File: src/rtl/fpgart_pkg.sv
// Shared types and defaults for the cell painter: FSM state encoding,
// colour type and the default screen geometry.
package fpgart_pkg;

    typedef enum logic [1:0] {
        ST_IDLE  = 2'd0,
        ST_PAINT = 2'd1,
        ST_CLEAR = 2'd2,
        ST_DONE  = 2'd3
    } state_e;

    typedef logic [2:0] colour_t;

    localparam int      DEF_SCREEN_WIDTH  = 320;
    localparam int      DEF_SCREEN_HEIGHT = 240;
    localparam int      DEF_CELL_SIZE     = 4;
    localparam colour_t DEF_CLEAR_COLOUR  = 3'b111;

endpackage

File: src/rtl/raster_counter.sv
// Row-major 2-D counter (x fastest) with load, enable and a run-time extent
// captured on load; reports the coordinate it steps to and a last flag.
module raster_counter #(
    parameter int XW = 9,
    parameter int YW = 8
) (
    input  logic          clk,
    input  logic          rst_n,
    input  logic          load,
    input  logic          enable,
    input  logic [XW-1:0] width,
    input  logic [YW-1:0] height,
    output logic [XW-1:0] x_next,
    output logic [YW-1:0] y_next,
    output logic          last
);

    logic [XW-1:0] x_q, x_d;
    logic [YW-1:0] y_q, y_d;
    logic [XW-1:0] w_q, w_d;
    logic [YW-1:0] h_q, h_d;
    logic          row_end;

    always_comb begin
        row_end = (x_q == w_q - 1'b1);
        last    = row_end && (y_q == h_q - 1'b1);
        x_next  = x_q + 1'b1;
        y_next  = y_q;
        if (row_end) begin
            x_next = '0;
            y_next = last ? '0 : y_q + 1'b1;
        end
    end

    // Load restarts at the origin; the extent is frozen for the whole sweep.
    always_comb begin
        x_d = x_q;
        y_d = y_q;
        w_d = w_q;
        h_d = h_q;
        if (load) begin
            x_d = '0;
            y_d = '0;
            w_d = width;
            h_d = height;
        end else if (enable) begin
            x_d = x_next;
            y_d = y_next;
        end
    end

    always_ff @(posedge clk or negedge rst_n) begin
        if (!rst_n) begin
            x_q <= '0;
            y_q <= '0;
            w_q <= '0;
            h_q <= '0;
        end else begin
            x_q <= x_d;
            y_q <= y_d;
            w_q <= w_d;
            h_q <= h_d;
        end
    end

endmodule

File: src/rtl/cell_painter.sv
// Fills one CELL_SIZE x CELL_SIZE cell, or sweeps the whole screen with
// CLEAR_COLOUR, emitting one registered pixel write per clock.
module cell_painter
    import fpgart_pkg::*;
#(
    parameter int          SCREEN_WIDTH  = DEF_SCREEN_WIDTH,
    parameter int          SCREEN_HEIGHT = DEF_SCREEN_HEIGHT,
    parameter int          CELL_SIZE     = DEF_CELL_SIZE,
    parameter logic [2:0]  CLEAR_COLOUR  = DEF_CLEAR_COLOUR
) (
    input  logic       iClk,
    input  logic       iResetn,
    input  logic       iPaintReq,
    input  logic       iClearReq,
    input  logic [7:0] iX_cell,
    input  logic [7:0] iY_cell,
    input  logic [2:0] iColour,
    output logic       oReady,
    output logic [8:0] oX_pixel,
    output logic [7:0] oY_pixel,
    output logic [2:0] oColour,
    output logic       oPlot,
    output logic       oDone,
    output logic [1:0] oDbgState
);

    localparam int         CELL_SHIFT = $clog2(CELL_SIZE);
    localparam int         CELLS_X    = SCREEN_WIDTH / CELL_SIZE;
    localparam int         CELLS_Y    = SCREEN_HEIGHT / CELL_SIZE;
    localparam logic [8:0] CLEAR_W    = 9'(SCREEN_WIDTH);
    localparam logic [7:0] CLEAR_H    = 8'(SCREEN_HEIGHT);
    localparam logic [8:0] CELL_W     = 9'(CELL_SIZE);
    localparam logic [7:0] CELL_H     = 8'(CELL_SIZE);

    state_e     state_q, state_d;
    logic [8:0] base_x_q, base_x_d;
    logic [7:0] base_y_q, base_y_d;
    colour_t    colour_q, colour_d;

    logic       ready_q, ready_d;
    logic [8:0] x_q, x_d;
    logic [7:0] y_q, y_d;
    colour_t    col_q, col_d;
    logic       plot_q, plot_d;
    logic       done_q, done_d;

    logic       cnt_load, cnt_en;
    logic [8:0] cnt_w;
    logic [7:0] cnt_h;
    logic [8:0] cnt_x_next;
    logic [7:0] cnt_y_next;
    logic       cnt_last;

    logic [8:0] req_base_x;
    logic [7:0] req_base_y;
    logic       req_valid;

    raster_counter #(
        .XW(9),
        .YW(8)
    ) u_raster (
        .clk    (iClk),
        .rst_n  (iResetn),
        .load   (cnt_load),
        .enable (cnt_en),
        .width  (cnt_w),
        .height (cnt_h),
        .x_next (cnt_x_next),
        .y_next (cnt_y_next),
        .last   (cnt_last)
    );

    // Out-of-range cells may wrap here; they never reach the outputs.
    always_comb begin
        req_base_x = {1'b0, iX_cell} << CELL_SHIFT;
        req_base_y = iY_cell << CELL_SHIFT;
        req_valid  = ({24'd0, iX_cell} < 32'(CELLS_X)) &&
                     ({24'd0, iY_cell} < 32'(CELLS_Y));
    end

    // Handshake: a request is taken only on a clock where oReady=1 and the
    // request bit is high (clear beats paint); requests while busy are dropped.
    // The first pixel of an accepted job is registered on the accepting edge.
    always_comb begin
        state_d  = state_q;
        base_x_d = base_x_q;
        base_y_d = base_y_q;
        colour_d = colour_q;
        x_d      = x_q;
        y_d      = y_q;
        col_d    = col_q;
        plot_d   = 1'b0;
        done_d   = 1'b0;
        cnt_load = 1'b0;
        cnt_en   = 1'b0;
        cnt_w    = CELL_W;
        cnt_h    = CELL_H;

        case (state_q)
            ST_IDLE: begin
                if (iClearReq) begin
                    state_d  = ST_CLEAR;
                    base_x_d = '0;
                    base_y_d = '0;
                    colour_d = CLEAR_COLOUR;
                    cnt_load = 1'b1;
                    cnt_w    = CLEAR_W;
                    cnt_h    = CLEAR_H;
                    x_d      = '0;
                    y_d      = '0;
                    col_d    = CLEAR_COLOUR;
                    plot_d   = 1'b1;
                end else if (iPaintReq) begin
                    base_x_d = req_base_x;
                    base_y_d = req_base_y;
                    colour_d = iColour;
                    if (req_valid) begin
                        state_d  = ST_PAINT;
                        cnt_load = 1'b1;
                        x_d      = req_base_x;
                        y_d      = req_base_y;
                        col_d    = iColour;
                        plot_d   = 1'b1;
                    end else begin
                        state_d = ST_DONE;
                        done_d  = 1'b1;
                    end
                end
            end
            ST_PAINT, ST_CLEAR: begin
                if (cnt_last) begin
                    state_d = ST_DONE;
                    done_d  = 1'b1;
                end else begin
                    cnt_en = 1'b1;
                    x_d    = base_x_q + cnt_x_next;
                    y_d    = base_y_q + cnt_y_next;
                    col_d  = colour_q;
                    plot_d = 1'b1;
                end
            end
            ST_DONE: begin
                state_d = ST_IDLE;
            end
            default: begin
                state_d = ST_IDLE;
            end
        endcase

        ready_d = (state_d == ST_IDLE);
    end

    always_ff @(posedge iClk or negedge iResetn) begin
        if (!iResetn) begin
            state_q  <= ST_IDLE;
            base_x_q <= '0;
            base_y_q <= '0;
            colour_q <= '0;
            ready_q  <= 1'b1;
            x_q      <= '0;
            y_q      <= '0;
            col_q    <= '0;
            plot_q   <= 1'b0;
            done_q   <= 1'b0;
        end else begin
            state_q  <= state_d;
            base_x_q <= base_x_d;
            base_y_q <= base_y_d;
            colour_q <= colour_d;
            ready_q  <= ready_d;
            x_q      <= x_d;
            y_q      <= y_d;
            col_q    <= col_d;
            plot_q   <= plot_d;
            done_q   <= done_d;
        end
    end

    assign oReady    = ready_q;
    assign oX_pixel  = x_q;
    assign oY_pixel  = y_q;
    assign oColour   = col_q;
    assign oPlot     = plot_q;
    assign oDone     = done_q;
    assign oDbgState = state_q;

endmodule

File: config.mk
export PLATFORM = sky130hd
export DESIGN_NAME = cell_painter
export DESIGN_NICKNAME = d
export VERILOG_FILES = /design/src/rtl/fpgart_pkg.sv /design/src/rtl/raster_counter.sv /design/src/rtl/cell_painter.sv
export SDC_FILE = /design/constraint.sdc
export NUM_CORES = 1
export LEC_CHECK = 0
export CAP_MARGIN = 5
export CORE_MARGIN = 5
export CORE_UTILIZATION = 55
export DETAILED_ROUTE_END_ITERATION = 6
export HOLD_SLACK_MARGIN = 0.02
export PLACE_DENSITY = 0.79
export SLEW_MARGIN = 20
export SYNTH_ARGS = -nofsm -noshare
export SYNTH_HDL_FRONTEND = slang
export SYNTH_SLANG_ARGS = --single-unit
File: constraint.sdc
create_clock -name iClk -period 7.1 [get_ports iClk]
set_clock_uncertainty 0.05 [all_clocks]
set_input_delay 1.065 -clock iClk [delete_from_list [all_inputs] [get_ports iClk]]
set_output_delay 1.065 -clock iClk [all_outputs]
set_load 0.05 [all_outputs]
==> metrics.txt <==
ys flop type=dfrtp_1; setup TNS=0 ps; worst hold path depth=2; fin crit period=4050 ps; reg-to-reg critical path startpoint=u_raster.h_q[2]; Tcrit/Tclk final=57.0%; CP max FO=12; Wirelength per Cell=18.3 µm; clk_lat worst skew=340 ps; Port Buf Inserts=47; Crit. End Element=flop; Critical Path AT=4220 ps; sequential cell area=1500 µm²; Via-to-Cell Ratio=6.34; vias=3485; Fillers=532; Final ANT Viol Nets=0; remaining routing DRC violations=0; Core ar.=6760 µm²; status=finished clean; antenna diode count=0; initial antenna violation count=0; relative slew slack=43.1%; Syn Inst Count=425; GRT overflow=0; final setup fails=0; crit path launch type=flop; nets=507; H-Tree Level Count=3; Pins Over Slew Limit=0; worst slew pin tran=853 ps; RSZ-0062 raised after global routing=false; synth top area cells=dfrtp_1, ha_1, nand2_1, nor2_1, o21ai_0; Placed Cells=534; Final Hold Vio Count=0; Power per Cell Area=418 nW/µm²; critical path class=flop to flop; Critical R2R Capture=oY_pixel[7]; drt first pass iters=5; final std cells w/o fill=550; # clock sinks=60; HPWL after detailed placement=7210 µm; routability cong.=0.926; TritonCTS clock tree=built; CTS root buf=clkbuf_8; global-route usage over all layers=24.6%; Post-synth EDFFs=0; vias in the first global route=3376; pin count of the biggest net entering global routing=61; Die ar.=8660 µm²; I/O pins=48; Seq cells post-synth=60; total wire length=10100 µm; R2R depth=15; top cell type's share of synthesized area=38.9%; r2r setup slk=3050 ps; Mapped Area=3790 µm²; Post-CTS Resized=0; Starting Density=56.1%; post-synth top area cell=dfrtp_1; Crit path required time=7280 ps; register clock-pin slew on the reported worst setup and hold paths=70 ps; Layout area overhead=18.8%; final core utilization=66.7%; proportion of layout cells with a drive suffix above 1=7.45%; Max Cap Viol=0; Hold Path End=oX_pixel[4]; worst min path class=flop to flop; sequential area share after synthesis=39.6%; Multi-input gate area=2080 µm²; Die Y-Extent=93.1 µm; Max IR drop VDD=286 µV; synth unique cells=64; Post-synth ARST share=100%; CTS Hold Bufs=0; detailed router's first-iteration violation count=278; FMAX=247 MHz; CTS buffer count=9; hold_sp=oX_pixel[4]; Clock Path Buffers=2; setup repair bufs after CTS=0; YS warnings=0; Hold WS=427 ps; first-pass GRT wire length=16700 µm; Synth Area per Inst=8.93 µm²; syn nets=467; num rows=30; leakage power=0.00195 µW; die width=93.1 µm
==> routing by layer <==
layer	GRT usage, %	routed length, µm	up-vias
met5	0	0	-
met4	8.55	195	0
met3	4.42	723	20
met2	40.9	4920	148
met1	32.3	4220	1688
li1	-	-	1629
==> cells in the final DEF (no fill, tap or decap), types with 3 or more instances in the layout <==
cell type / synthesis / layout
nor2_1: 36 / 36
or4_1: 3 / 3
a211oi_1: 5 / 5
or3_1: 3 / 3
o2111ai_1: 3 / 3
a2bb2oi_1: 12 / 12
a21o_1: 8 / 8
nand2b_1: 5 / 5
nand4_1: 5 / 5
and3_1: 4 / 4
inv_1: 25 / 25
a31oi_1: 5 / 5
nand2_1: 40 / 40
xnor2_1: 11 / 11
o31ai_1: 3 / 3
ha_1: 17 / 17
buf_4: 0 / 8
a22oi_1: 7 / 7
a21oi_1: 24 / 24
nand3_1: 9 / 9
nand4b_1: 3 / 3
nor3_1: 9 / 9
dfrtp_1: 59 / 59
nor3b_1: 3 / 3
xor2_1: 8 / 8
a22o_1: 4 / 4
clkbuf_8: 0 / 11
clkdlybuf4s50_1: 0 / 46
o22ai_1: 20 / 20
o21ai_0: 27 / 27
==> cell usage after synthesis (7+ instances only) <==
library cell   n
a21o_1         8
a22oi_1        7
xnor2_1       11
nand2_1       40
a21oi_1       24
o21ai_0       27
nand3_1        9
xor2_1         8
nor2_1        36
o22ai_1       20
ha_1          17
a2bb2oi_1     12
clkbuf_1      16
dfrtp_1       59
inv_1         25
nor3_1         9
buf_2          8
==> critical path, cell delays in order (launching register included) <==
cell and delay (ps):
dfrtp_1 470, inv_1 120, ha_1 340, xnor2_1 140, a211o_1 270, or2_1 420, nand2_1 120, nand2_1 60
a32o_1 260, ha_1 310, a211oi_1 90, or4b_2 640, o2111ai_1 150, a2111o_1 140, mux2i_1 60, a211o_1 260
==> registers in the layout (all words and copies together) (netlist names) <==
signal	count
oX_pixel	9
u_raster.x_q	9
oY_pixel	8
u_raster.y_q	8
base_x_q	7
base_y_q	6
colour_q	3
oColour	3
oDbgState	2
u_raster.h_q	2
oDone	1
oPlot	1
oReady	1
==> metrics by stage <==
step	power, µW	instance area [µm²]	setup WS [ps]
6_report	1880	4510	3050
3_5_place_dp	1560	4300	3120
5_1_grt	2000	4510	2830
3_3_place_gp	1530	4300	3240
2_1_floorplan	1260	3790	3340
4_1_cts	1880	4510	3090
==> layout make-up <==
class | count | share of cell area (%)
Tap cell | 80 | 2.22
Multi-Input combinational cell | 313 | 46.1
Sequential cell | 60 | 33.3
Clock inverter | 4 | 1.05
Inverter | 26 | 2.17
Clock buffer | 12 | 3.44
Timing Repair Buffer | 55 | 11.7
==> power by group <==
group,switching (µW),internal (µW)
Sequential,82.4,451
Combinational,669,362
Clock,141,180
Total,892,993
==> cell families (layout without fill, tap and decap cells) <==
kind of cell | Yosys count | after routing | synth area share [%]
buffers and inverters | 52 | 97 | 5.61
XOR/XNOR | 19 | 19 | 4.39
AND/OR/NAND/NOR | 137 | 137 | 18.3
multiplexers | 3 | 3 | 0.825
flip-flops | 60 | 60 | 39.6
adder cells (fa/ha/maj) | 19 | 19 | 6.66
AO/OA/AOI/OAI | 135 | 135 | 24.6
==> how the worst max path moves through the flow <==
| stage | start | to | slack, ps | cells past startpoint |
|---|---|---|---|---|
| 2_1_floorplan | u_raster.h_q[2] | oY_pixel[7] | 3340 | 15 |
| 3_3_place_gp | u_raster.h_q[2] | oY_pixel[7] | 3240 | 15 |
| 3_5_place_dp | u_raster.h_q[2] | oY_pixel[7] | 3120 | 15 |
| 4_1_cts | u_raster.h_q[2] | oY_pixel[7] | 3090 | 15 |
| 5_1_grt | u_raster.h_q[2] | oY_pixel[7] | 2830 | 14 |
| 6_report | u_raster.h_q[2] | oY_pixel[7] | 3050 | 15 |
Note: power is estimated with default switching activity, not from simulation.
